**config.mk**
```make
export PLATFORM = sky130hd
export DESIGN_NAME = mem_port_arbiter
export DESIGN_NICKNAME = d
export VERILOG_FILES = /design/src/rtl/mem_port_arbiter_pkg.sv /design/src/rtl/mem_arb_starve_ctr.sv /design/src/rtl/mem_port_arbiter.sv
export SDC_FILE = /design/constraint.sdc
export NUM_CORES = 1
export LEC_CHECK = 0
export ABC_AREA = 1
export CORE_UTILIZATION = 42
export DETAILED_ROUTE_END_ITERATION = 10
export PLACE_DENSITY_LB_ADDON = 0.25
export SLEW_MARGIN = 20
export SYNTH_ARGS = -nofsm -noshare
export SYNTH_HDL_FRONTEND = slang
export SYNTH_SLANG_ARGS = --single-unit
```
**constraint.sdc**
```tcl
create_clock -name CLK -period 3.95 [get_ports CLK]
set_clock_uncertainty 0.05 [all_clocks]
set_input_delay 0.5925 -clock CLK [delete_from_list [all_inputs] [get_ports CLK]]
set_output_delay 0.5925 -clock CLK [all_outputs]
set_load 0.005 [all_outputs]
```
**src/rtl/mem_port_arbiter_pkg.sv**
```systemverilog
// Shared types, widths and helpers for the two-port data-memory arbiter.
package mem_port_arbiter_pkg;

    // Arbiter FSM states; the encoding matches the ARB_* values used elsewhere in the project.
    typedef enum logic [1:0] {
        ARB_IDLE   = 2'd0,
        ARB_ACCESS = 2'd1,
        ARB_RESP   = 2'd2
    } arb_state_t;

    // Port identifiers as they appear on GRANT_ID.
    typedef enum logic {
        PORT_CTRL = 1'b0,
        PORT_DMA  = 1'b1
    } port_id_t;

    // Width of the latency counter and of the starvation counter.
    localparam int CNT_W = 4;

    // Saturation value of the starvation counter.
    localparam logic [CNT_W-1:0] CNT_MAX = 4'd15;

    // Reload value of the latency counter for a given strobe width.
    // Out-of-range widths are clamped so the counter never wraps.
    function automatic logic [CNT_W-1:0] lat_load(input int unsigned lat);
        logic [CNT_W-1:0] load;
        if (lat == 0) begin
            load = '0;
        end else if (lat > 15) begin
            load = 4'd14;
        end else begin
            load = CNT_W'(lat - 1);
        end
        return load;
    endfunction

    // Starvation threshold clamped to what the 4-bit counter can reach.
    function automatic logic [CNT_W-1:0] starve_threshold(input int unsigned limit);
        logic [CNT_W-1:0] thr;
        if (limit > 15) begin
            thr = CNT_MAX;
        end else begin
            thr = CNT_W'(limit);
        end
        return thr;
    endfunction

endpackage

```
**src/rtl/mem_arb_starve_ctr.sv**
```systemverilog
// Saturating count of consecutive port-0 wins while port 1 is waiting.
// Raises force1 once the count reaches the configured limit so that the
// next tie goes to port 1.
module mem_arb_starve_ctr
    import mem_port_arbiter_pkg::*;
#(
    parameter int unsigned STARVE_LIMIT = 4
) (
    input  logic CLK,
    input  logic RST,
    input  logic grant0,
    input  logic grant1,
    input  logic req1,
    input  logic clr,
    output logic force1
);

    localparam logic [CNT_W-1:0] THRESHOLD = starve_threshold(STARVE_LIMIT);
    localparam logic             ENABLED   = (STARVE_LIMIT != 0);

    logic [CNT_W-1:0] starve_cnt;

    // Count port-0 wins that overtook a waiting port 1; any port-1 win or an idle edge without REQ1 restarts the count.
    always_ff @(posedge CLK) begin
        if (RST) begin
            starve_cnt <= '0;
        end else if (grant1 || clr) begin
            starve_cnt <= '0;
        end else if (grant0 && req1 && (starve_cnt != CNT_MAX)) begin
            starve_cnt <= starve_cnt + 1'b1;
        end
    end

    assign force1 = ENABLED && (starve_cnt == THRESHOLD);

endmodule

```
**src/rtl/mem_port_arbiter.sv**
```systemverilog
// Two-port arbiter in front of the single-ported data memory.
// Port 0 (control unit) has fixed priority, port 1 (DMA/loader) is protected
// by a starvation guard. Each access is a fixed-width read or write strobe
// followed by a one-cycle ACK to the winner. All outputs are registered.
module mem_port_arbiter
    import mem_port_arbiter_pkg::*;
#(
    parameter int unsigned ADDR_W       = 26,
    parameter int unsigned DATA_W       = 32,
    parameter int unsigned MEM_LAT      = 2,
    parameter int unsigned STARVE_LIMIT = 4
) (
    input  logic              CLK,
    input  logic              RST,

    input  logic              REQ0,
    input  logic              WE0,
    input  logic [ADDR_W-1:0] ADDR0,
    input  logic [DATA_W-1:0] WDATA0,
    output logic              ACK0,

    input  logic              REQ1,
    input  logic              WE1,
    input  logic [ADDR_W-1:0] ADDR1,
    input  logic [DATA_W-1:0] WDATA1,
    output logic              ACK1,

    output logic [DATA_W-1:0] RDATA,
    output logic              MEM_READ,
    output logic              MEM_WRITE,
    output logic [ADDR_W-1:0] MEM_ADDR,
    output logic [DATA_W-1:0] MEM_DATA_W,
    input  logic [DATA_W-1:0] MEM_DATA_R,
    output logic              BUSY,
    output logic              GRANT_ID
);

    localparam logic [CNT_W-1:0] LAT_LOAD = lat_load(MEM_LAT);

    arb_state_t        state;
    logic [CNT_W-1:0]  lat_cnt;
    logic              lat_we;

    logic              any_req;
    logic              force1;
    logic              win;
    logic              sample;
    logic              grant0;
    logic              grant1;
    logic              clr;
    logic              sel_we;
    logic [ADDR_W-1:0] sel_addr;
    logic [DATA_W-1:0] sel_wdata;

    // Pick the winner among the live requests and steer its request fields; only used at an IDLE edge.
    always_comb begin
        any_req   = REQ0 | REQ1;
        win       = PORT_CTRL;
        if (REQ1 && (!REQ0 || force1)) begin
            win = PORT_DMA;
        end
        sample    = (state == ARB_IDLE) && any_req;
        grant0    = sample && (win == PORT_CTRL);
        grant1    = sample && (win == PORT_DMA);
        clr       = (state == ARB_IDLE) && !REQ1;
        sel_we    = win ? WE1    : WE0;
        sel_addr  = win ? ADDR1  : ADDR0;
        sel_wdata = win ? WDATA1 : WDATA0;
    end

    mem_arb_starve_ctr #(
        .STARVE_LIMIT (STARVE_LIMIT)
    ) u_starve_ctr (
        .CLK    (CLK),
        .RST    (RST),
        .grant0 (grant0),
        .grant1 (grant1),
        .req1   (REQ1),
        .clr    (clr),
        .force1 (force1)
    );

    // Access sequencer: latch the winner in IDLE, hold the strobe for MEM_LAT cycles, then pulse the winner's ACK.
    always_ff @(posedge CLK) begin
        if (RST) begin
            state      <= ARB_IDLE;
            lat_cnt    <= '0;
            lat_we     <= 1'b0;
            ACK0       <= 1'b0;
            ACK1       <= 1'b0;
            RDATA      <= '0;
            MEM_READ   <= 1'b0;
            MEM_WRITE  <= 1'b0;
            MEM_ADDR   <= '0;
            MEM_DATA_W <= '0;
            BUSY       <= 1'b0;
            GRANT_ID   <= 1'b0;
        end else begin
            case (state)
                ARB_IDLE: begin
                    if (sample) begin
                        GRANT_ID   <= win;
                        lat_we     <= sel_we;
                        MEM_ADDR   <= sel_addr;
                        MEM_DATA_W <= sel_wdata;
                        MEM_READ   <= !sel_we;
                        MEM_WRITE  <= sel_we;
                        lat_cnt    <= LAT_LOAD;
                        BUSY       <= 1'b1;
                        state      <= ARB_ACCESS;
                    end
                end
                ARB_ACCESS: begin
                    if (lat_cnt == '0) begin
                        if (!lat_we) begin
                            RDATA <= MEM_DATA_R;
                        end
                        MEM_READ  <= 1'b0;
                        MEM_WRITE <= 1'b0;
                        ACK0      <= (GRANT_ID == PORT_CTRL);
                        ACK1      <= (GRANT_ID == PORT_DMA);
                        state     <= ARB_RESP;
                    end else begin
                        lat_cnt <= lat_cnt - 1'b1;
                    end
                end
                ARB_RESP: begin
                    ACK0  <= 1'b0;
                    ACK1  <= 1'b0;
                    BUSY  <= 1'b0;
                    state <= ARB_IDLE;
                end
                default: begin
                    MEM_READ  <= 1'b0;
                    MEM_WRITE <= 1'b0;
                    ACK0      <= 1'b0;
                    ACK1      <= 1'b0;
                    BUSY      <= 1'b0;
                    state     <= ARB_IDLE;
                end
            endcase
        end
    end

endmodule

```
Word level (Yosys, flattened, before mapping)
Index checks and enable logic that the tools add are counted. Widths: inputs -> output; s select.

Register bits: 107. Input bits: 154. Output and inout bits: 96. Logic and storage cells: 73.

$add $sub $neg: 2. Equality and inequality tests: 7. Muxes and demuxes: 21. Bitwise logic cells: 7. Reductions and logical operators: 23.

Operator list (number): $mux 32 (1); $mux 26 (1); $reduce_and 3->1 (3); $mux 1 (8); $mux 4 (2); $pmux 4 s2 (1); $reduce_and 2->1 (4); $logic_and 1x1->1 (7); $ne 2x2->1 const B (3); $not 1->1 (6); $pmux 1 s2 (3); $pmux 1 s3 (2); $add 4x1->4 const B (1); $eq 4x3->1 const B (1); $logic_not 4->1 (1); $mux 2 (2); $ne 4x4->1 const B (1); $pmux 2 s2 (1); $sub 4x1->4 const B (1); $logic_not 1->1 (3); $eq 2x1->1 const B (1); $eq 2x2->1 const B (1); $logic_not 2->1 (1); $logic_or 1x1->1 (2); other kinds (3) (3).

Logic depth before layout (Yosys ltp)
Word-level depth: 8. Gate-level depth with buffers: 9. Mapped depth without buffers: 9.

By module
A second synthesis with hierarchy kept.

Cells, all modules: 695. Area, all modules: 4704.5 µm².

Modules (own cells, without submodules): mem_port_arbiter (instances 1, cells an instance 661, area an instance 4465.5 µm², seq. area each 2062.0 µm²); mem_arb_starve_ctr (instances 1, cells an instance 34, area an instance 239.0 µm², seq. area each 80.1 µm²).

Worst setup path after synthesis
OpenSTA, ideal clock, no wires.

Path kind: input-to-reg. Start point: in RST. End point: reg MEM_DATA_W[15]. Data arrival time: 1419 ps. Path slack: 2419 ps. Cell stages on the path: 6. Buffers on the path: 3. Cells stage by stage: buf_4 nor2_2 buf_4 buf_2 nand3_1 nand3_1.

RTL lines: from (decl) (RTL line mem_port_arbiter.sv:14) `input logic RST,`; to (signal assigned) (RTL line mem_port_arbiter.sv:105) `MEM_DATA_W <= sel_wdata;`; to (decl) (RTL line mem_port_arbiter.sv:32) `output logic [DATA_W-1:0] MEM_DATA_W,`.

Worst setup path after layout
Start point: in REQ0. End point: reg MEM_DATA_W[27].

Longest elaborated chain between the ends: 5. Elaborated cells between the ends (all ways): 8. Classes of those cells: 2 x mux; 1 x bitwise; 5 x reduce/logical.

RTL lines: from (decl) (RTL line mem_port_arbiter.sv:16) `input logic REQ0,`; $logic_not 1->1 (RTL line mem_port_arbiter.sv:59) `if (REQ1 && (!REQ0 || force1)) begin`; $logic_or 1x1->1 (RTL line mem_port_arbiter.sv:59); $logic_and 1x1->1 (RTL line mem_port_arbiter.sv:59); $mux 1 (RTL line mem_port_arbiter.sv:59); $mux 32 (RTL line mem_port_arbiter.sv:68) `sel_wdata = win ? WDATA1 : WDATA0;`.

Parallel ways exist; a longest one is shown, timed or not. A chain may end at the register's enable or synchronous reset.

==> out/summary.txt <==
===========================================================================================
Full die area                                                                     11170 µm²
GRT Residual Overflow                                                                     0
Number of hold-repair buffers added at the cts stage                                      0
Endpoint class of the critical path                                               flip-flop
Post-route cell area                                                               7168 µm²
Clk Latency, worst-skew pair                                                        0.36 ns
RSZ-0062 raised after global routing                                                     no
Post-route ant nets                                                                       0
Setup repair bufs after CTS                                                               0
CP arrival                                                                          2.80 ns
Tightest slew margin relative to the limit                                           43.40%
Count of yosys warnings during synthesis                                                  0
Total clock buffers created by CTS                                                        9
Core Area                                                                         10370 µm²
Number of antenna cells inserted                                                          0
Overall routed net length                                                          15150 µm
LEAKAGE                                                                         0.002870 µW
TritonCTS clock tree                                                                    yes
Post-DR vias/cell                                                                     5.334
Crit-path max FO                                                                         66
Fraction of final layout cells sized beyond drive strength 1                         4.715%
Count of instances resized after the clock tree is built                                  0
Routability cong.                                                                    0.8647
Synthesized cell area                                                              4514 µm²
Period utilisation layout                                                            64.33%
Placement-stage cell area                                                          6968 µm²
Outcome                                                                           completed
Effective utilization at floorplan                                                   43.53%
# H-tree levels                                                                           3
Total count of max-transition violations in the final report                              0
Number of top-level pins                                                                250
Die outline width                                                                  105.7 µm
Area growth from synthesis to layout                                                 58.79%
Count of standard-cell rows                                                              37
Transition time at the pin with the least slew margin                             0.8491 ns
Share of the yosys chip area belonging to registers                                  47.45%
DRC violation count after routing                                                         0
Overall power consumption                                                           2909 µW
Half-perimeter wire length after placement                                         10500 µm
Final-report setup violation count                                                        0
Total global-route track usage                                                       26.44%
Final-layout setup total negative slack                                                0 ns
Mean post-synth cell area                                                         7.743 µm²
Initial antenna violation count                                                           0
Total nets after synthesis                                                              740
Required arrival time at the worst endpoint                                         4.20 ns
Port Buffers                                                                            249
Minimum setup slack after placement                                                1.046 ns
Largest buffer count on any clock path                                                    2
IR Drop Worst-Case VDD                                                            0.2420 mV
Die boundary height                                                                105.7 µm
Critical path type                                                             input pin to flip-flop
Nature of the critical path startpoint                                            input pin
Minimum setup slack in the final design                                            1.409 ns
Vias                                                                                   5025
Max Clock Freq                                                                   0.3936 GHz
CTS root buffer                                                                sky130_fd_sc_hd__clkbuf_8
Number of sinks handled by clock tree synthesis                                         107
Total number of nets in the final design                                                958
Total power per unit cell area                                                 405.8 nW/µm²
Number of global-route vias before repair                                              4892
Clock period minus final worst setup slack                                         2.541 ns
Clock Pin Slew Worst Setup and Hold Paths                                           0.10 ns
Iteration count of the initial detailed-routing pass                                      5
Count of maximum capacitance violations                                                   0
Hold Fails Final Rpt                                                                      0
Post-synthesis sequential element count                                                 107
Routed wire per std cell                                                           16.08 µm
Number of distinct library cells after synthesis                                         30
Worst min-delay path category                                                  flip-flop to flip-flop
Maximum number of pins on one net before global-route repair                             67
Number of design-rule violations left by the first detailed-router iteration            404
Count of filler cells inserted in the layout                                            863
Wire length of the first global-routing pass                                       23690 µm
Number of instances in the synthesized netlist                                          583
===========================================================================================
==> area by class of cell <==
type | instances | area (µm²) | share of cell area, %
clock buffer | 10 | 137.6 | 1.920
clock inverter | 6 | 62.56 | 0.8728
inverter | 18 | 70.07 | 0.9775
multi-input combinational | 410 | 2023 | 28.22
sequential | 107 | 2142 | 29.88
tap | 136 | 170.2 | 2.374
timing repair buffer | 255 | 2562 | 35.75
==> critical path, cell delays in order <==
cell and delay (ns):
sky130_fd_sc_hd__clkdlybuf4s50_1 0.53, sky130_fd_sc_hd__o21ai_2 0.31, sky130_fd_sc_hd__inv_4 0.32, sky130_fd_sc_hd__nor2_8 0.75, sky130_fd_sc_hd__nand2_1 0.14, sky130_fd_sc_hd__nand3_1 0.14
==> layer usage <==
metal  track usage (%)  share of wire, %
met4             10.81               2.8
met5                 0                 0
met2             45.61                48
met1             30.92                41
met3             7.050               9.1
==> synth_stat cells <==
master / n / area share, %
sky130_fd_sc_hd__inv_2: 4 / 0.33
sky130_fd_sc_hd__buf_2: 26 / 2.9
sky130_fd_sc_hd__a22o_1: 1 / 0.19
sky130_fd_sc_hd__buf_6: 7 / 1.7
sky130_fd_sc_hd__o211ai_1: 1 / 0.17
sky130_fd_sc_hd__nand3_1: 128 / 14
sky130_fd_sc_hd__buf_4: 5 / 0.83
sky130_fd_sc_hd__o21ai_1: 7 / 0.78
sky130_fd_sc_hd__xor2_1: 1 / 0.19
sky130_fd_sc_hd__nor2_2: 3 / 0.42
sky130_fd_sc_hd__nor2_8: 1 / 0.44
sky130_fd_sc_hd__nor2_1: 79 / 6.6
sky130_fd_sc_hd__inv_1: 13 / 1.1
sky130_fd_sc_hd__nand2_1: 83 / 6.9
sky130_fd_sc_hd__nand3_2: 3 / 0.67
sky130_fd_sc_hd__nor2_4: 1 / 0.25
sky130_fd_sc_hd__dfxtp_1: 107 / 47
sky130_fd_sc_hd__nor3_1: 1 / 0.11
sky130_fd_sc_hd__nand4_1: 61 / 8.5
sky130_fd_sc_hd__o21ai_0: 27 / 3.0
sky130_fd_sc_hd__o21ai_2: 1 / 0.19
sky130_fd_sc_hd__clkbuf_1: 7 / 0.58
sky130_fd_sc_hd__a21oi_4: 1 / 0.36
sky130_fd_sc_hd__o31ai_1: 1 / 0.17
sky130_fd_sc_hd__a21oi_1: 5 / 0.55
sky130_fd_sc_hd__o22ai_1: 1 / 0.14
sky130_fd_sc_hd__nand2_2: 1 / 0.14
sky130_fd_sc_hd__buf_1: 3 / 0.25
sky130_fd_sc_hd__ha_1: 3 / 0.83
sky130_fd_sc_hd__inv_4: 1 / 0.14
==> cell usage in the layout (no fill, tap or decap), types with 3 or more instances in the layout <==
cell type / instances
sky130_fd_sc_hd__nor2_1: 79
sky130_fd_sc_hd__inv_1: 13
sky130_fd_sc_hd__o21ai_0: 27
sky130_fd_sc_hd__nand2_1: 83
sky130_fd_sc_hd__clkinv_2: 3
sky130_fd_sc_hd__ha_1: 3
sky130_fd_sc_hd__nand3_1: 128
sky130_fd_sc_hd__clkbuf_8: 10
sky130_fd_sc_hd__nand3_2: 3
sky130_fd_sc_hd__a21oi_1: 5
sky130_fd_sc_hd__inv_2: 4
sky130_fd_sc_hd__clkdlybuf4s50_1: 249
sky130_fd_sc_hd__o21ai_1: 7
sky130_fd_sc_hd__dfxtp_1: 107
sky130_fd_sc_hd__nand4_1: 61
sky130_fd_sc_hd__buf_4: 4
==> sequential cells by signal, indices dropped and copies added (netlist names) <==
| register | cells |
|---|---|
| state | 2 |
| GRANT_ID | 1 |
| MEM_ADDR | 26 |
| u_starve_ctr.starve_cnt | 4 |
| lat_we | 1 |
| ACK0 | 1 |
| lat_cnt | 4 |
| ACK1 | 1 |
| RDATA | 32 |
| BUSY | 1 |
| MEM_READ | 1 |
| MEM_DATA_W | 32 |
| MEM_WRITE | 1 |
==> through the flow <==
| step | util, % | std cells | hold slack [ns] |
|---|---|---|---|
| after global placement | 67.19 | 926 | 0.4036 |
| after CTS | 69.12 | 942 | 0.4329 |
| final | 69.12 | 942 | 0.4294 |
| after floorplan | - | 583 | 0.4086 |
| after detailed placement | 67.19 | 926 | 0.4055 |
| after global routing | 69.12 | 942 | 0.4502 |
==> logic make-up after synthesis <==
group           count (synthesis)  synth area share, %
fa+ha+maj                       3               0.8316
flops                         107                47.45
simple gates                  361                38.14
buf+inv                        66                7.844
xor+xnor                        1               0.1940
compound gates                 45                5.543
==> power breakdown <==
part	internal [µW]	total (µW)	switching (µW)
sequential	1240	1320	86.9
clock	312	688	376
combinational	482	898	416
total	2030	2910	879
==> path summary, 6_finish.rpt <==
path,start,end,slack (ns),depth (start not counted)
worst max register to register,lat_cnt[0]$_SDFFE_PP0P_,RDATA[6]$_SDFFE_PP0P_,1.77,7
worst max-delay path,REQ0,MEM_DATA_W[27]$_SDFFE_PP0P_,1.41,6
worst min register to register,MEM_DATA_W[24]$_SDFFE_PP0P_,MEM_DATA_W[24]$_SDFFE_PP0P_,0.43,2
worst min-delay path,MEM_DATA_W[24]$_SDFFE_PP0P_,MEM_DATA_W[24]$_SDFFE_PP0P_,0.43,2
No activity file was read; power rests on OpenSTA's default activity.
